$ cat src/rtl/riscv_pkg.sv
// Shared encodings for the data-memory arbiter and its round-robin picker.
// Latency: n/a (types and constants only).
// Backpressure: n/a.
package riscv_pkg;

    // Requester identity, used for last_winner and read-return ownership.
    typedef enum logic {
        CORE = 1'b0,
        LDR  = 1'b1
    } owner_t;

    // Arbiter mode: plain round-robin, or loader holding a burst lock.
    typedef enum logic {
        ARB    = 1'b0,
        LOCKED = 1'b1
    } arb_state_t;

    localparam int                  BURST_W   = 8;
    localparam logic [BURST_W-1:0]  BURST_SAT = 8'hFF;

endpackage

$ cat src/rtl/dmem_arbiter_if.sv
// Bundle of core LSU, loader and data-memory signals around the arbiter.
// Latency: n/a (wiring only).
// Backpressure: grant/stall outputs tell each requester whether it was served.
interface dmem_arbiter_if #(
    parameter int ADDR_W = 32,
    parameter int DATA_W = 32
);
    logic              core_req;
    logic              core_we;
    logic [ADDR_W-1:0] core_addr;
    logic [DATA_W-1:0] core_wdata;
    logic              core_gnt;
    logic              core_stall;
    logic              core_rvalid;
    logic [DATA_W-1:0] core_rdata;

    logic              ldr_req;
    logic              ldr_we;
    logic              ldr_lock;
    logic [ADDR_W-1:0] ldr_addr;
    logic [DATA_W-1:0] ldr_wdata;
    logic              ldr_gnt;
    logic              ldr_rvalid;
    logic [DATA_W-1:0] ldr_rdata;

    logic              mem_en;
    logic              mem_we;
    logic [ADDR_W-1:0] mem_addr;
    logic [DATA_W-1:0] mem_wdata;
    logic [DATA_W-1:0] mem_rdata;

    // Arbiter side.
    modport slave (
        input  core_req, core_we, core_addr, core_wdata,
        output core_gnt, core_stall, core_rvalid, core_rdata,
        input  ldr_req, ldr_we, ldr_lock, ldr_addr, ldr_wdata,
        output ldr_gnt, ldr_rvalid, ldr_rdata,
        output mem_en, mem_we, mem_addr, mem_wdata,
        input  mem_rdata
    );

    // Requesters plus memory, i.e. everything around the arbiter.
    modport master (
        output core_req, core_we, core_addr, core_wdata,
        input  core_gnt, core_stall, core_rvalid, core_rdata,
        output ldr_req, ldr_we, ldr_lock, ldr_addr, ldr_wdata,
        input  ldr_gnt, ldr_rvalid, ldr_rdata,
        input  mem_en, mem_we, mem_addr, mem_wdata,
        output mem_rdata
    );
endinterface

$ cat src/rtl/rr_arb2.sv
// Two-way round-robin picker; req[0]/gnt[0] is the CORE slot, [1] the LDR slot.
// Latency: combinational grant; last_winner updates on the clock edge after a grant.
// Backpressure: a single request always wins; on a tie the side that did not win last wins.
module rr_arb2 import riscv_pkg::*; (
    input  logic       clk,
    input  logic       rst,
    input  logic [1:0] req,
    input  logic       upd,
    input  owner_t     upd_owner,
    output logic [1:0] gnt
);

    owner_t last_winner;

    // Tie goes to whoever did not win most recently.
    always_comb begin
        gnt = req;
        if (req == 2'b11) begin
            gnt = (last_winner == LDR) ? 2'b01 : 2'b10;
        end
    end

    // Remember the actual winner; the caller may override the pick (burst lock).
    always_ff @(posedge clk or negedge rst) begin
        if (!rst) begin
            last_winner <= LDR;
        end else if (upd) begin
            last_winner <= upd_owner;
        end
    end

endmodule

$ cat src/rtl/dmem_arbiter.sv
// Shares one data-memory port between core LSU and loader, with a bounded loader burst lock.
// Latency: grant and memory strobe same cycle as request; read data one cycle later.
// Backpressure: ungranted core request raises core_stall; ungranted loader just sees ldr_gnt=0.
module dmem_arbiter import riscv_pkg::*; #(
    parameter int ADDR_W    = 32,
    parameter int DATA_W    = 32,
    parameter int MAX_BURST = 8
) (
    input  logic           clk,
    input  logic           rst,
    dmem_arbiter_if.slave  bus
);

    localparam logic [BURST_W-1:0] MAX_CNT = BURST_W'(MAX_BURST);

    arb_state_t         state, state_nxt;
    logic [BURST_W-1:0] burst_cnt, burst_cnt_nxt;
    logic               rd_pending;
    owner_t             rd_owner;

    logic [1:0]         rr_gnt;
    logic               ldr_hold;
    logic               core_gnt, ldr_gnt, mem_en;
    logic               we_sel;
    logic [ADDR_W-1:0]  addr_sel;
    logic [DATA_W-1:0]  wdata_sel;
    owner_t             winner;

    assign ldr_hold = bus.ldr_req & bus.ldr_lock;
    assign mem_en   = core_gnt | ldr_gnt;
    assign winner   = ldr_gnt ? LDR : CORE;

    rr_arb2 u_rr (
        .clk       (clk),
        .rst       (rst),
        .req       ({bus.ldr_req, bus.core_req}),
        .upd       (mem_en),
        .upd_owner (winner),
        .gnt       (rr_gnt)
    );

    // Grant selection: locked loader keeps the port until it drops the lock or the waiting core hits the burst limit.
    always_comb begin
        state_nxt     = state;
        burst_cnt_nxt = burst_cnt;
        core_gnt      = 1'b0;
        ldr_gnt       = 1'b0;
        if (state == LOCKED && ldr_hold && (!bus.core_req || burst_cnt < MAX_CNT)) begin
            ldr_gnt = 1'b1;
            // Only cycles in which the core is kept waiting use up the burst budget.
            if (bus.core_req && burst_cnt != BURST_SAT) begin
                burst_cnt_nxt = burst_cnt + BURST_W'(1);
            end
        end else if (state == LOCKED && ldr_hold) begin
            core_gnt      = 1'b1;
            state_nxt     = ARB;
            burst_cnt_nxt = '0;
        end else begin
            core_gnt = rr_gnt[0];
            ldr_gnt  = rr_gnt[1];
            if (ldr_gnt && bus.ldr_lock) begin
                state_nxt     = LOCKED;
                burst_cnt_nxt = BURST_W'(1);
            end else begin
                state_nxt     = ARB;
                burst_cnt_nxt = '0;
            end
        end
    end

    // Route the winner's access to memory; idle bus is driven to zero.
    always_comb begin
        we_sel    = 1'b0;
        addr_sel  = '0;
        wdata_sel = '0;
        if (ldr_gnt) begin
            we_sel    = bus.ldr_we;
            addr_sel  = bus.ldr_addr;
            wdata_sel = bus.ldr_wdata;
        end else if (core_gnt) begin
            we_sel    = bus.core_we;
            addr_sel  = bus.core_addr;
            wdata_sel = bus.core_wdata;
        end
    end

    // Arbiter mode and burst counter.
    always_ff @(posedge clk or negedge rst) begin
        if (!rst) begin
            state     <= ARB;
            burst_cnt <= '0;
        end else begin
            state     <= state_nxt;
            burst_cnt <= burst_cnt_nxt;
        end
    end

    // Track who owns the read returning next cycle; reset drops any read in flight.
    always_ff @(posedge clk or negedge rst) begin
        if (!rst) begin
            rd_pending <= 1'b0;
            rd_owner   <= CORE;
        end else begin
            rd_pending <= mem_en & ~we_sel;
            if (mem_en && !we_sel) begin
                rd_owner <= winner;
            end
        end
    end

    assign bus.core_gnt    = core_gnt;
    assign bus.ldr_gnt     = ldr_gnt;
    assign bus.core_stall  = bus.core_req & ~core_gnt;
    assign bus.mem_en      = mem_en;
    assign bus.mem_we      = we_sel;
    assign bus.mem_addr    = addr_sel;
    assign bus.mem_wdata   = wdata_sel;
    assign bus.core_rvalid = rd_pending & (rd_owner == CORE);
    assign bus.ldr_rvalid  = rd_pending & (rd_owner == LDR);
    assign bus.core_rdata  = bus.core_rvalid ? bus.mem_rdata : '0;
    assign bus.ldr_rdata   = bus.ldr_rvalid  ? bus.mem_rdata : '0;

endmodule
$ cat src/flat_wrapper.sv
// flat-port wrapper written by rule: the top's interface ports become plain ports
module dmem_arbiter_flat import riscv_pkg::*;
#(
    parameter int ADDR_W    = 32,
    parameter int DATA_W    = 32,
    parameter int MAX_BURST = 8
)
  (clk, rst, bus_core_req, bus_core_we, bus_core_addr, bus_core_wdata, bus_core_gnt, bus_core_stall, bus_core_rvalid, bus_core_rdata, bus_ldr_req, bus_ldr_we, bus_ldr_lock, bus_ldr_addr, bus_ldr_wdata, bus_ldr_gnt, bus_ldr_rvalid, bus_ldr_rdata, bus_mem_en, bus_mem_we, bus_mem_addr, bus_mem_wdata, bus_mem_rdata);
  dmem_arbiter_if #(.ADDR_W(ADDR_W), .DATA_W(DATA_W)) bus_i ();
  input  logic clk;
  input  logic rst;
  input wire logic [$bits(bus_i.core_req)-1:0] bus_core_req;
  input wire logic [$bits(bus_i.core_we)-1:0] bus_core_we;
  input wire logic [$bits(bus_i.core_addr)-1:0] bus_core_addr;
  input wire logic [$bits(bus_i.core_wdata)-1:0] bus_core_wdata;
  output wire logic [$bits(bus_i.core_gnt)-1:0] bus_core_gnt;
  output wire logic [$bits(bus_i.core_stall)-1:0] bus_core_stall;
  output wire logic [$bits(bus_i.core_rvalid)-1:0] bus_core_rvalid;
  output wire logic [$bits(bus_i.core_rdata)-1:0] bus_core_rdata;
  input wire logic [$bits(bus_i.ldr_req)-1:0] bus_ldr_req;
  input wire logic [$bits(bus_i.ldr_we)-1:0] bus_ldr_we;
  input wire logic [$bits(bus_i.ldr_lock)-1:0] bus_ldr_lock;
  input wire logic [$bits(bus_i.ldr_addr)-1:0] bus_ldr_addr;
  input wire logic [$bits(bus_i.ldr_wdata)-1:0] bus_ldr_wdata;
  output wire logic [$bits(bus_i.ldr_gnt)-1:0] bus_ldr_gnt;
  output wire logic [$bits(bus_i.ldr_rvalid)-1:0] bus_ldr_rvalid;
  output wire logic [$bits(bus_i.ldr_rdata)-1:0] bus_ldr_rdata;
  output wire logic [$bits(bus_i.mem_en)-1:0] bus_mem_en;
  output wire logic [$bits(bus_i.mem_we)-1:0] bus_mem_we;
  output wire logic [$bits(bus_i.mem_addr)-1:0] bus_mem_addr;
  output wire logic [$bits(bus_i.mem_wdata)-1:0] bus_mem_wdata;
  input wire logic [$bits(bus_i.mem_rdata)-1:0] bus_mem_rdata;
  assign bus_i.core_req = bus_core_req;
  assign bus_i.core_we = bus_core_we;
  assign bus_i.core_addr = bus_core_addr;
  assign bus_i.core_wdata = bus_core_wdata;
  assign bus_core_gnt = bus_i.core_gnt;
  assign bus_core_stall = bus_i.core_stall;
  assign bus_core_rvalid = bus_i.core_rvalid;
  assign bus_core_rdata = bus_i.core_rdata;
  assign bus_i.ldr_req = bus_ldr_req;
  assign bus_i.ldr_we = bus_ldr_we;
  assign bus_i.ldr_lock = bus_ldr_lock;
  assign bus_i.ldr_addr = bus_ldr_addr;
  assign bus_i.ldr_wdata = bus_ldr_wdata;
  assign bus_ldr_gnt = bus_i.ldr_gnt;
  assign bus_ldr_rvalid = bus_i.ldr_rvalid;
  assign bus_ldr_rdata = bus_i.ldr_rdata;
  assign bus_mem_en = bus_i.mem_en;
  assign bus_mem_we = bus_i.mem_we;
  assign bus_mem_addr = bus_i.mem_addr;
  assign bus_mem_wdata = bus_i.mem_wdata;
  assign bus_i.mem_rdata = bus_mem_rdata;
  dmem_arbiter #(.ADDR_W(ADDR_W), .DATA_W(DATA_W), .MAX_BURST(MAX_BURST)) u_core (.clk(clk), .rst(rst), .bus(bus_i));
endmodule
$ cat config.mk
export PLATFORM = sky130hd
export DESIGN_NAME = dmem_arbiter_flat
export DESIGN_NICKNAME = d
export VERILOG_FILES = /design/src/rtl/riscv_pkg.sv /design/src/rtl/dmem_arbiter_if.sv /design/src/rtl/rr_arb2.sv /design/src/rtl/dmem_arbiter.sv /design/src/flat_wrapper.sv
export SDC_FILE = /design/constraint.sdc
export NUM_CORES = 1
export LEC_CHECK = 0
export BUFFER_PORTS_ARGS = -buffer_cell sky130_fd_sc_hd__buf_2
export CAP_MARGIN = 20
export CORE_AREA = 2 2 117 119
export CTS_BUF_LIST = sky130_fd_sc_hd__clkbuf_8
export DETAILED_ROUTE_END_ITERATION = 12
export DIE_AREA = 0 0 119 121
export PLACE_DENSITY = 0.57
export SLEW_MARGIN = 20
export SYNTH_ARGS = -nofsm -noshare
export SYNTH_HDL_FRONTEND = slang
export SYNTH_SLANG_ARGS = --single-unit
$ cat constraint.sdc
create_clock -name clk -period 1.9 [get_ports clk]
set_input_delay 0.095 -clock clk [delete_from_list [all_inputs] [get_ports clk]]
set_output_delay 0.095 -clock clk [all_outputs]
set_load 0.02 [all_outputs]
### Word level (Yosys, flattened, before mapping)

Index checks and enable logic that the tools add are counted.

| word-level totals | value |
|---|---|
| memories kept | 0 |
| output and inout port bits | 135 |
| word-level logic and storage cells | 48 |
| register bits | 12 |
| RAM bits | 0 |
| ROM bits | 0 |
| bits in latches | 0 |

| cells by class | value |
|---|---|
| multiplexer cells | 21 |
| $add $sub $neg | 1 |
| equal/unequal tests | 3 |
| shift-type cells | 0 |
| div/mod/pow operators | 0 |
| magnitude comparators | 1 |
| bitwise logic cells | 9 |
| $mul | 0 |
| reduce and logical (&&, ||, !) cells | 8 |

Operators by type and width:

| cell | number |
|---|---|
| $mux 32 | 6 |
| $mux 8 | 3 |
| $mux 1 | 10 |
| $add 8x1->8 const B | 1 |
| $lt 8x4->1 const B | 1 |
| $ne 8x8->1 const B | 1 |
| $and 1x1->1 | 5 |
| $logic_and 1x1->1 | 5 |
| $mux 2 | 2 |
| $not 1->1 | 3 |
| $eq 2x2->1 const B | 1 |
| $logic_not 1->1 | 2 |
| $ne 2x2->1 const B | 1 |
| $logic_or 1x1->1 | 1 |
| $or 1x1->1 | 1 |

### Longest topological paths before layout

Gate-level depths: netlist of run 1.

| logic depth | value |
|---|---|
| word-level depth | 8 |
| mapped depth | 7 |

### Cells and area by module

From an unflattened synthesis of run 1, not the netlist that was laid out.

| unflattened totals | value |
|---|---|
| cells, all modules | 219 |
| area total of the unflattened synthesis | 1,796.7 um^2 |

By module, submodules not included:

| module | cells an instance | sequential area each (um^2) | area an instance (um^2) | times used |
|---|---|---|---|---|
| dmem_arbiter | 213 | 275.3 | 1,735.4 | 1 |
| rr_arb2 | 6 | 26.3 | 61.3 | 1 |

### Worst setup path before layout of run 1

No wires, ideal clock.

| timing | value |
|---|---|
| kind | reg-to-output |
| start point | register u_core.burst_cnt[4] |
| end point | output bus_mem_we |
| slack | 0.062 ns |
| cell stages (with the launch flop) | 6 |
| data arrival time | 1.743 ns |
| required time | 1.805 ns |
| buffers on the path | 1 |
| cell sequence | dfrtp_1 > or3_1 > o21a_1 > a21oi_2 > buf_4 > mux2_1 |

| between the ends | value |
|---|---|
| word-level cells in the longest chain between the ends | 6 |
| elaborated cells between the ends (all ways) | 7 |
| classes of those cells | order compare (1); mux (4); reduce/logical (2) |

Ends and longest elaborated chain:

| item | line | source |
|---|---|---|
| from (decl) | dmem_arbiter.sv:17 | `logic [BURST_W-1:0] burst_cnt, burst_cnt_nxt;` |
| from (signal assigned) | dmem_arbiter.sv:94 | `burst_cnt <= burst_cnt_nxt;` |
| $lt 8x4->1 * | dmem_arbiter.sv:48 | `if (state == LOCKED && ldr_hold && (!bus.core_req \|\| burst_cnt < MAX_CNT)) begin` |
| $logic_or 1x1->1 * | dmem_arbiter.sv:48 |  |
| $logic_and 1x1->1 * | dmem_arbiter.sv:48 |  |
| $mux 1 | dmem_arbiter.sv:48 |  |
| $mux 1 | dmem_arbiter.sv:80 | `end else if (core_gnt) begin` |
| $mux 1 * | dmem_arbiter.sv:76 | `if (ldr_gnt) begin` |
| to (decl) | flat_wrapper.sv:29 | `output wire logic [$bits(bus_i.mem_we)-1:0] bus_mem_we;` |

Mark *: on every way between the ends. The rest lies on a longest branch, timed or not.

### Worst setup path in the final report of run 1

| timing | value |
|---|---|
| start point | register u_core.burst_cnt[4] |
| end point | output bus_mem_wdata[21] |

| between the ends | value |
|---|---|
| word-level cells in the longest chain between the ends | 6 |
| elaborated cells between the ends (all ways) | 7 |
| classes of those cells | order compare (1); mux (4); reduce/logical (2) |

Ends and longest elaborated chain:

| item | line | source |
|---|---|---|
| $lt 8x4->1 * | dmem_arbiter.sv:48 |  |
| $logic_or 1x1->1 * | dmem_arbiter.sv:48 |  |
| $logic_and 1x1->1 * | dmem_arbiter.sv:48 |  |
| $mux 1 | dmem_arbiter.sv:48 |  |
| $mux 32 | dmem_arbiter.sv:80 |  |
| $mux 32 * | dmem_arbiter.sv:76 |  |
| to (decl) | flat_wrapper.sv:31 | `output wire logic [$bits(bus_i.mem_wdata)-1:0] bus_mem_wdata;` |

Marked as above.

==> results of run 1 <==
## report_power, final
group	internal (W)	total (W)	switching [W]
combinational	0.000603	0.00136	0.000761
clock	0.000183	0.000282	0.0000991
sequential	0.000270	0.000280	0.0000104
total	0.00106	0.00193	0.000870
## cell usage in the layout, fill, tap and decap left out, types with 2 or more instances in the layout
master,instances
buf_2,284
a21o_1,2
dfrtp_1,11
nor2_1,9
clkbuf_8,4
buf_6,12
buf_12,5
and3_1,32
nand2_1,7
a22o_4,6
and2_1,33
nor2b_1,2
buf_4,28
a22o_1,58
inv_1,5
a31oi_1,2
a21oi_1,2
o21ai_0,2
nand3_1,2
diode_2,2
and4_1,2
## cells in the mapped netlist (all sizes together) (2+ instances only)
cell and number:
a22o 64, and2 33, and3 32, buf 13
clkbuf 12, dfrtp 11, nor2 10, nand2 7
inv 6, a21oi 3, o21ai 3, a21o 2
a31oi 2, and4 2, nand3 2, nor2b 2
## final timing paths
check	slack (ns)	from	end	cells past startpoint
min in group asynchronous	0.26	rst	u_core.burst_cnt[2]	2
worst max-delay path	-0.29	u_core.burst_cnt[4]	bus_mem_wdata[21]	7
worst min-delay path	0.09	bus_ldr_we	u_core.rd_owner	2
worst min register to register	0.57	u_core.u_rr.last_winner	u_core.u_rr.last_winner	1
worst max register to register	0.05	u_core.burst_cnt[4]	u_core.burst_cnt[0]	7
max in group asynchronous	1.35	rst	u_core.u_rr.last_winner	2
## registers in the layout, indices dropped and copies added (netlist names)
name,flops
u_core.rd_owner,1
u_core.burst_cnt,8
u_core.u_rr.last_winner,1
u_core.state,1
u_core.rd_pending,1
## per-stage QoR
step	hold WS [ns]	instances	power (W)	setup TNS (ns)
2_1_floorplan	-0.2006	223	0.001003	0
3_3_place_gp	-0.002501	699	0.001549	-0.7402
3_5_place_dp	-0.005228	699	0.001548	-0.5044
4_1_cts	0.08099	706	0.001880	-15.94
5_1_grt	0.09115	710	0.002041	-20.93
6_report	0.09090	712	0.001926	-17.36
## timing repair
action                                  in CTS  in global routing
endpoints found under the setup margin      68                 68
pin swaps                                    2                  5
gates resized for setup                     23                 21
gates cloned                                 0                  2
hold buffers                                 1                  0
hold endpoints to repair                    12                  0
setup buffers                                2                  2
## cells by family (layout without fill, tap and decap cells)
family                   count (synthesis)  in the layout  share of synthesized area (%)
AO/OA/AOI/OAI                           83             83                          39.68
XOR/XNOR                                 1              1                         0.4951
adder cells (fa/ha/maj)                  1              1                         0.7071
buffers and inverters                   31            342                          9.830
flip-flops                              12             12                          17.04
multiplexers                             2              2                          1.202
other                                    0              2                              0
AND/OR/NAND/NOR                         93             93                          31.05
## area by class of cell
cell class,instances,area (um2)
Fill cell,1411,9176
Timing Repair Buffer,332,1917
Multi-Input combinational cell,180,1385
Sequential cell,12,301.5
Tap cell,176,220.2
Clock buffer,4,55.05
Inverter,6,25.02
Antenna cell,2,5.005
## metal layers
layer | vias up | wire (um)
li1 | 1477 | -
met1 | 1409 | 4864
met2 | 140 | 5209
met3 | 8 | 791
met4 | 2 | 124
met5 | - | 12
==> qor.log, run 1 <==
qor: outcome.run_status complete, but fails checks
qor: outcome.failing_checks negative setup slack
qor: sta.setup_slack -0.2908 ns
qor: job.max_cap_viol_count 0
qor: worst_setup_path.path_class reg -> out
qor: layout.layout.cell_area.non_filler 0.003909 mm2
qor: route.detail-route-antenna-nets 0
qor: worst_setup_path.critical-path-slowest-cell or3_4
qor: synthesis.mappedNetlistArea 0.001769 mm2
qor: synthesis.yosys.area.top_type a22o_1
qor: synthesis.synth_nets 391
qor: global_routing.gr-usage-met2 21.23%
qor: placed_design.number_of_port_buffers 301
qor: synthesis.number_of_enable_flip_flop_cells_after_synthesis 0
qor: clock_tree.cts.sinks 12
qor: synthesis.synth.lib_cells_used.distinct 40
qor: worst_setup_path.cp-start-kind flop
qor: global_routing.groute.layer.met1.usage 18.71%
qor: clock_tree.clockRootBuffer clkbuf_8
qor: clock_tree.cts_buffers 3
qor: hold_path.hp-class in -> reg
qor: synthesis.syn_inst 223
qor: layout.final_layout_size_suffix_gt1_share 65.73%
qor: sta.worst_pin_slew 0.4012 ns
qor: synthesis.yosys_warnings 0
qor: layout.final_core_util 29.87%
qor: worst_setup_path.cp_slowest_stage_delay 0.39 ns
qor: sta.fmax 456.5 MHz
qor: route.drt_iter0_drc 128
qor: die.starting_density_of_the_core 13.52%
qor: clock_tree.cts_htree_levels 1
qor: synthesis.post-synth-top-area-fraction 31.68%
qor: route.routed_wire_length_per_instance 15.45 um
qor: sta.final-max-slew-violation-count 0
qor: pwr.power_density 492.8 mW/mm2
qor: worst_setup_path.critical_path_arrival 2.10 ns
qor: global_routing.grt_first_pass_wirelength 15350 um
qor: synthesis.synth_async_sr_flop_share 100.0%
qor: global_routing.groute.usage.overall 13.34%
qor: die.fp.dieW 119 um
qor: sta.slew_headroom 72.91%
qor: global_routing.grt_remaining_overflow 0
qor: global_routing.grt_antenna_before_repair 2
qor: sta.timing.final.setup_violations 68
qor: worst_setup_path.worstPathRequired 1.80 ns
qor: clock_tree.clk-insertion-delay-late 0.24 ns
qor: placed_design.post-dp-hpwl 9112 um
qor: global_routing.grt.met3_usage 2.867%
qor: die.fp.dieArea 0.01440 mm2
qor: pwr.ir_worst_vdd 0.0003004 V
qor: placed_design.routabilityCongestion 0.7642
qor: die.core_area 0.01309 mm2
qor: clock_tree.cts_tree built
qor: global_routing.vias_in_the_first_global_route 2712
qor: worst_setup_path.timing.critical_path.to_type output port
qor: synthesis.syn_avg_cell_area 7.934 um2
qor: route.post_drt_via_cell_ratio 4.264
qor: die.chipHeight 121 um
qor: global_routing.maximum_number_of_pins_on_one_net_before_global_route_repair 37
qor: route.drc 0
qor: synthesis.synth_top_flop_cell dfrtp_1
qor: synthesis.netlist_top_cells_area a22o_1 (32%), dfrtp_1 (16%), and2_1 (12%)
qor: sta.clock-skew-final 0.001345 ns
qor: layout.number_of_nets_in_the_layout 703
qor: global_routing.grt.busiest_layer met2
qor: sta.final_min_period_over_clock_period 115.3%
qor: sta.unrepaired_setup_endpoints_after_global_routing yes
qor: clock_tree.path_clk_slew 0.06 ns
qor: route.drt_pre_antenna_iters 4
qor: die.i_o_pins 302
qor: placed_design.pre_cts_ws -0.09259 ns
qor: die.cell_row_count 42
qor: sta.final_hold_viol_count 0
qor: pwr.p_leak 2.398 nW
qor: clock_tree.ctsLongestPathBuffers 2
qor: placed_design.place_area 0.003595 mm2
qor: worst_setup_path.cpLargestDelayFamily compound AO/OA/AOI/OAI gates
qor: synthesis.synth_sequential_area_ratio 17.04%
qor: worst_setup_path.cp.buffers_inverters 3
qor: layout.area_growth 120.9%
qor: route.drt_wl_total 11000 um
qor: synthesis.synth.ff_latch_count 12
qor: worst_setup_path.critical_path.cell_chain or3_4 > o21a_4 > o21ai_4 > inv_4 > buf_12 > a22o_1 > buf_2
qor: sta.layout_min_cycle_time 2.191 ns
qor: worst_setup_path.critical_path.max_fanout 32
qor: route.number_of_vias_after_detailed_routing 3036
No activity file was read; power rests on OpenSTA's default activity.
==> inputs of run 2 (changes only) <==
--- a/config.mk
+++ b/config.mk
@@ -7,11 +7,11 @@
 export LEC_CHECK = 0
 export BUFFER_PORTS_ARGS = -buffer_cell sky130_fd_sc_hd__buf_2
 export CAP_MARGIN = 20
-export CORE_AREA = 2 2 117 119
+export CORE_AREA = 2 2 118 120
 export CTS_BUF_LIST = sky130_fd_sc_hd__clkbuf_8
 export DETAILED_ROUTE_END_ITERATION = 12
-export DIE_AREA = 0 0 119 121
-export PLACE_DENSITY = 0.57
+export DIE_AREA = 0 0 120 122
+export PLACE_DENSITY = 0.56
 export SLEW_MARGIN = 20
 export SYNTH_ARGS = -nofsm -noshare
 export SYNTH_HDL_FRONTEND = slang
==> constraint.sdc (replaced) <==
create_clock -name clk -period 2.77 [get_ports clk]
set_input_delay 0.1385 -clock clk [delete_from_list [all_inputs] [get_ports clk]]
set_output_delay 0.1385 -clock clk [all_outputs]
set_load 0.02 [all_outputs]
==> qor.log, run 2 (synthesis gave the netlist of run 1 again) <==
qor: route.drt_wl_total 9879 um [-10%]
qor: clock_tree.post_cts.repair.setup_buffers 0 [-2]
qor: worst_setup_path.crit_end bus_mem_wdata[19]
qor: clock_tree.cts_htree_levels 1 [unchanged]
qor: sta.worst_pin_slew 0.6408 ns [+0.2396 ns]
qor: die.fp.dieArea 0.01464 mm2 [+1.7%]
qor: clock_tree.clockRootBuffer clkbuf_8
qor: global_routing.vias_in_the_first_global_route 2420 [-11%]
qor: layout.number_of_nets_in_the_layout 678 [-3.6%]
qor: outcome.run_status completed
qor: sta.final-max-slew-violation-count 0 [unchanged]
qor: hold_path.hp-class in -> reg
qor: sta.final_min_period_over_clock_period 93.37%
qor: layout.final_common_cell buf_2
qor: clock_tree.clk-insertion-delay-late 0.24 ns [about the same]
qor: global_routing.maximum_number_of_pins_on_one_net_before_global_route_repair 63 [+70%]
qor: worst_setup_path.worstPathRequired 2.63 ns [+0.83 ns]
qor: sta.clock-skew-final 0.003130 ns [+0.001786 ns]
qor: placed_design.number_of_port_buffers 301 [unchanged]
qor: die.fp.dieW 120 um [+0.84%]
qor: layout.most_frequent_cells_in_the_layout buf_2 (301), a22o_1 (64), and2_1 (33), and3_1 (32), dfrtp_1 (11)
qor: sta.final.hold.worst_slack 0.1295 ns [+0.03859 ns]
qor: global_routing.grt_antenna_before_repair 0 [-2]
qor: global_routing.groute.usage.overall 11.46% [-1.9 points]
qor: worst_setup_path.reg2reg_slack 0.93 ns [+0.88 ns]
qor: route.detail-route-antenna-nets 0 [unchanged]
qor: global_routing.grt_first_pass_wirelength 13410 um [-13%]
qor: route.drt_pre_antenna_iters 4 [unchanged]
qor: clock_tree.cts.sinks 12 [unchanged]
qor: worst_setup_path.timing.rr.end u_core.u_rr.last_winner
qor: route.routed_wire_length_per_instance 14.30 um [-7.5%]
qor: clock_tree.cts_buffers 3 [unchanged]
qor: sta.slew_headroom 57.19% [-16 points]
qor: route.drt_iter0_drc 86 [-33%]
qor: sta.timing.final.setup_violations 0 [-100%]
qor: sta.final_hold_viol_count 0 [unchanged]
qor: route.drc 0 [unchanged]
qor: layout.largest-register u_core.burst_cnt
qor: die.i_o_pins 302 [unchanged]
qor: worst_setup_path.critical_path_arrival 2.45 ns [+0.35 ns]
qor: route.post_drt_via_cell_ratio 4.107 [-3.7%]
qor: sta.unrepaired_setup_endpoints_after_global_routing no
qor: worst_setup_path.timing.critical_path.to_type output port
qor: worst_setup_path.cp-start-kind flop
qor: global_routing.grt_remaining_overflow 0 [unchanged]
qor: clock_tree.ctsLongestPathBuffers 2 [unchanged]
qor: worst_setup_path.timing.critical_path.from u_core.burst_cnt[4]
qor: worst_setup_path.reg2reg_depth 5 [-2]
qor: die.cell_row_count 43 [+2.4%]
qor: die.core_area 0.01350 mm2 [+3.2%]
qor: sta.fmax 386.6 MHz
qor: sta.setup_tns_final 0 ns [+17.36 ns]
qor: layout.final_layout_size_suffix_gt1_share 61.69% [-4.0 points]
qor: worst_setup_path.path_class reg -> out
qor: die.starting_density_of_the_core 13.10% [-0.42 points]
qor: clock_tree.path_clk_slew 0.05 ns [about the same]
qor: sta.layout_min_cycle_time 2.586 ns
qor: worst_setup_path.critical_path.max_fanout 37 [+16%]
qor: worst_setup_path.worst_r2r_startpoint u_core.burst_cnt[4]
qor: placed_design.routabilityCongestion 0.7949 [+4.0%]
qor: pwr.power_density 336.0 mW/mm2 [-32%]
qor: job.max_cap_viol_count 0 [unchanged]
qor: layout.layout.filler_cells 1495 [+6.0%]
qor: layout.area_growth 96.68%
qor: die.chipHeight 122 um [+0.83%]
qor: placed_design.post-dp-hpwl 8210 um [-9.9%]
qor: pwr.ir_worst_vdd 0.0001443 V [-52%]
qor: pwr.p_leak 2.198 nW [-8.3%]
qor: clock_tree.cts_tree built
qor: layout.largest_register_ffs 8 [unchanged]
qor: route.number_of_vias_after_detailed_routing 2838 [-6.5%]
run 2: worst max-delay path, stage by stage (launching register included):
cell     delay, ns
dfrtp_1       0.40
or3_1         0.41
o21a_1        0.26
o21ai_2       0.17
inv_2         0.24
buf_12        0.26
a22o_1        0.28
buf_2         0.17
run 2: how the worst min path moves through the flow:
stage	startpoint	end	slack [ns]	depth (start not counted)
final	bus_ldr_we	u_core.rd_owner	0.13	2
after global routing	bus_ldr_we	u_core.rd_owner	0.14	2
after CTS	bus_ldr_we	u_core.rd_owner	0.12	2
after detailed placement	rst	u_core.burst_cnt[1]	0.03	1
after global placement	rst	u_core.burst_cnt[2]	0.03	1
after floorplan	rst	u_core.burst_cnt[0]	-0.16	0
run 2: per-layer routing:
| metal | share of wire, % | track usage [%] | routed length, um | vias to the layer above |
|---|---|---|---|---|
| met5 | 0 | 0 | 0 | - |
| met4 | 0.071 | 0.2206 | 7 | 0 |
| met3 | 6.8 | 1.732 | 676 | 2 |
| met2 | 52 | 20.74 | 5099 | 119 |
| met1 | 41 | 15.19 | 4094 | 1289 |
| li1 | - | - | - | 1428 |
run 2: power breakdown:
part | total, W | leakage, nW | switching [W] | internal [W]
logic | 0.000819 | 2.01 | 0.000486 | 0.000332
registers | 0.000192 | 0.159 | 0.00000662 | 0.000185
clock network | 0.000159 | 0.0269 | 0.0000614 | 0.0000974
total | 0.00117 | 2.20 | 0.000554 | 0.000615
run 2: final cells by class:
type / instances / area (um2) / share of cell area [%]
clock inverters: 1 / 3.754 / 0.1079
repair buffers: 307 / 1579 / 45.38
flip-flops and latches: 12 / 301.5 / 8.666
well taps: 180 / 225.2 / 6.472
diodes: 2 / 5.005 / 0.1438
multi-input cells: 180 / 1301 / 37.40
inverters: 6 / 22.52 / 0.6472
clock buffers: 3 / 41.29 / 1.187
run 2: metrics by stage:
stage	instance area [um2]	std cells	setup slack, ns	util, %	power, W
after global routing	3475	689	0.08017	25.73	0.001253
after detailed placement	3420	684	0.4395	25.32	0.001019
after floorplan	1769	223	0.8889	-	0.0006882
after CTS	3475	689	0.1794	25.73	0.001184
final	3480	691	0.1836	25.77	0.001169
after global placement	3420	684	0.4587	25.32	0.001021
run 2: what timing repair did:
action,in CTS,in global routing
endpoints found under the setup margin,0,0
endpoints found under the hold margin,11,0
gates resized for setup,0,0
hold buffers,1,0
==> inputs of run 3 (changes only) <==
--- a/config.mk
+++ b/config.mk
@@ -7,11 +7,11 @@
 export LEC_CHECK = 0
 export BUFFER_PORTS_ARGS = -buffer_cell sky130_fd_sc_hd__buf_2
 export CAP_MARGIN = 20
-export CORE_AREA = 2 2 118 120
+export CORE_AREA = 2 2 117 119
 export CTS_BUF_LIST = sky130_fd_sc_hd__clkbuf_8
 export DETAILED_ROUTE_END_ITERATION = 12
-export DIE_AREA = 0 0 120 122
-export PLACE_DENSITY = 0.56
+export DIE_AREA = 0 0 119 121
+export PLACE_DENSITY = 0.57
 export SLEW_MARGIN = 20
 export SYNTH_ARGS = -nofsm -noshare
 export SYNTH_HDL_FRONTEND = slang
==> constraint.sdc (replaced) <==
create_clock -name clk -period 2.7 [get_ports clk]
set_input_delay 0.135 -clock clk [delete_from_list [all_inputs] [get_ports clk]]
set_output_delay 0.135 -clock clk [all_outputs]
set_load 0.01 [all_outputs]
==> qor.log, run 3 (synthesis gave the netlist of run 1 again) <==
qor: hold_path.hp-class in -> reg
qor: worst_setup_path.timing.rr.end u_core.u_rr.last_winner
qor: worst_setup_path.critical_path_arrival 2.32 ns [-0.13 ns]
qor: route.drt_iter0_drc 157 [+83%]
qor: worst_setup_path.critical-path-slowest-cell dfrtp_1
qor: die.cell_row_count 42 [-2.3%]
qor: die.fp.dieArea 0.01440 mm2 [-1.6%]
qor: global_routing.maximum_number_of_pins_on_one_net_before_global_route_repair 44 [-30%]
qor: route.drt_pre_antenna_iters 4 [unchanged]
qor: clock_tree.clockRootBuffer clkbuf_8
qor: clock_tree.post_cts.repair.setup_buffers 0 [unchanged]
qor: route.routed_wire_length_per_instance 16.05 um [+12%]
qor: hold_path.hold_path_stages 2 [unchanged]
qor: route.drc 0 [unchanged]
qor: layout.area_growth 97.52%
qor: layout.final-instance-count-excl-fill 687 [-0.58%]
qor: global_routing.grt_remaining_overflow 0 [unchanged]
qor: clock_tree.cts_tree built
qor: layout.largest_register_ffs 8 [unchanged]
qor: sta.slew_headroom 56.63% [-0.57 points]
qor: placed_design.number_of_port_buffers 301 [unchanged]
qor: worst_setup_path.reg2reg_depth 5 [unchanged]
qor: pwr.p_leak 2.210 nW [+0.54%]
qor: global_routing.grt_antenna_before_repair 1 [+1]
qor: die.fp.dieW 119 um [-0.83%]
qor: sta.worst_pin_slew 0.6493 ns [+0.008511 ns]
qor: route.post_drt_via_cell_ratio 4.130 [+0.55%]
qor: sta.timing.final.setup_violations 0 [unchanged]
qor: global_routing.vias_in_the_first_global_route 2506 [+3.6%]
qor: worst_setup_path.cp_slowest_stage_delay 0.41 ns [about the same]
qor: worst_setup_path.critical_path.cell_chain or3_1 > o21a_1 > a21oi_4 > buf_4 > a22o_1 > buf_2
qor: placed_design.post-dp-hpwl 9292 um [+13%]
qor: clock_tree.clk-insertion-delay-late 0.24 ns [about the same]
qor: sta.final.hold.worst_slack 0.1242 ns [-0.005320 ns]
qor: job.max_cap_viol_count 0 [unchanged]
qor: sta.final_min_period_over_clock_period 90.86%
qor: layout.most_frequent_cells_in_the_layout buf_2 (301), a22o_1 (64), and2_1 (33), and3_1 (32), dfrtp_1 (11)
qor: layout.largest-register u_core.burst_cnt
qor: layout.number_of_nets_in_the_layout 680 [+0.29%]
qor: pwr.power_density 318.1 mW/mm2 [-5.3%]
qor: clock_tree.cts_buffers 3 [unchanged]
qor: global_routing.grt_first_pass_wirelength 14890 um [+11%]
qor: global_routing.groute.usage.overall 13.34% [+1.9 points]
qor: clock_tree.cts.sinks 12 [unchanged]
qor: die.i_o_pins 302 [unchanged]
qor: clock_tree.cts_htree_levels 1 [unchanged]
qor: sta.final-max-slew-violation-count 0 [unchanged]
qor: hold_path.timing.hold.worst_endpoint u_core.rd_owner
qor: sta.unrepaired_setup_endpoints_after_global_routing no
qor: route.number_of_vias_after_detailed_routing 2837 [-0.035%]
qor: die.starting_density_of_the_core 13.52% [+0.42 points]
qor: sta.clock-skew-final 0.003133 ns [+0.000002940 ns]
qor: sta.fmax 407.6 MHz
qor: die.core_area 0.01309 mm2 [-3.1%]
qor: clock_tree.cts.repair.resized 0 [unchanged]
qor: layout.final_layout_size_suffix_gt1_share 62.04% [+0.35 points]
qor: pwr.ir_worst_vdd 0.0001559 V [+8.1%]
qor: worst_setup_path.reg2reg_slack 0.82 ns [-0.11 ns]
qor: hold_path.holdCritStartpoint bus_ldr_we
qor: sta.final_hold_viol_count 0 [unchanged]
qor: clock_tree.path_clk_slew 0.05 ns [about the same]
qor: worst_setup_path.timing.critical_path.to_type output port
qor: layout.antenna_cells 0 [-2]
qor: worst_setup_path.cp-start-kind flop
qor: sta.layout_min_cycle_time 2.453 ns
qor: sta.setup_tns_final 0 ns [unchanged]
qor: placed_design.routabilityCongestion 0.7714 [-3.0%]
qor: worst_setup_path.worst_r2r_startpoint u_core.burst_cnt[5]
qor: clock_tree.ctsLongestPathBuffers 2 [unchanged]
qor: worst_setup_path.worstPathRequired 2.57 ns [-0.06 ns]
qor: route.drt_wl_total 11030 um [+12%]
qor: outcome.run_status completed
qor: worst_setup_path.path_class reg -> out
qor: worst_setup_path.critical_path.max_fanout 17 [-54%]
qor: layout.layout.filler_cells 1413 [-5.5%]
qor: die.chipHeight 121 um [-0.82%]
qor: route.detail-route-antenna-nets 0 [unchanged]
qor: layout.final_common_cell buf_2
qor: placed_design.place.detailed.instances 682 [-0.29%]
run 3: how the worst max path moves through the flow:
stage | startpoint | endpoint | slack [ns] | cells after the start
2_1_floorplan | u_core.burst_cnt[4] | bus_mem_we | 0.87 | 5
3_3_place_gp | u_core.burst_cnt[4] | bus_mem_wdata[7] | 0.53 | 6
3_5_place_dp | u_core.burst_cnt[5] | bus_mem_wdata[28] | 0.53 | 6
4_1_cts | u_core.burst_cnt[4] | bus_mem_wdata[28] | 0.26 | 6
5_1_grt | u_core.burst_cnt[4] | bus_mem_addr[7] | 0.13 | 6
6_report | u_core.burst_cnt[5] | bus_mem_wdata[28] | 0.25 | 6
run 3: per-stage QoR:
stage          cell area [um2]  utilization (%)  setup WS, ns   power, W
6_report                  3495            26.71        0.2469   0.001112
5_1_grt                   3495            26.71        0.1266   0.001183
4_1_cts                   3495            26.71        0.2568   0.001116
3_5_place_dp              3430            26.21        0.5333  0.0009148
3_3_place_gp              3430            26.21        0.5326  0.0009178
2_1_floorplan             1769                -        0.8689  0.0005705
run 3: per-layer routing:
metal	track usage, %	up-vias	wire, um
li1	-	1424	-
met1	19.15	1286	5084
met2	21.19	119	5142
met3	2.867	6	735
met4	1.265	2	54
met5	0	-	11
run 3: layout make-up:
type	instances	area [um2]	share of cell area, %
timing repair buffer	309	1594	45.61
multi-input combinational	180	1301	37.24
sequential	12	301.5	8.629
tap	176	220.2	6.301
clock buffer	4	55.05	1.575
inverter	6	22.52	0.6445
run 3: what timing repair did:
action / CTS / global route
hold endpoints to repair: 11 / 0
hold buffers: 1 / 0
endpoints found under the setup margin: 0 / 0
run 3: worst max-delay path: cells and delay by family (launching register included):
family	cells	cell delay [ns]
AOI/OAI and AO/OA	3	0.82
buffers and inverters	2	0.44
DFF	1	0.41
and+or+nand+nor	1	0.40
run 3: where the power goes:
| group | internal [W] | switching [W] |
|---|---|---|
| clock network | 0.000129 | 0.0000682 |
| registers | 0.000190 | 0.00000714 |
| logic | 0.000343 | 0.000375 |
| total | 0.000662 | 0.000450 |
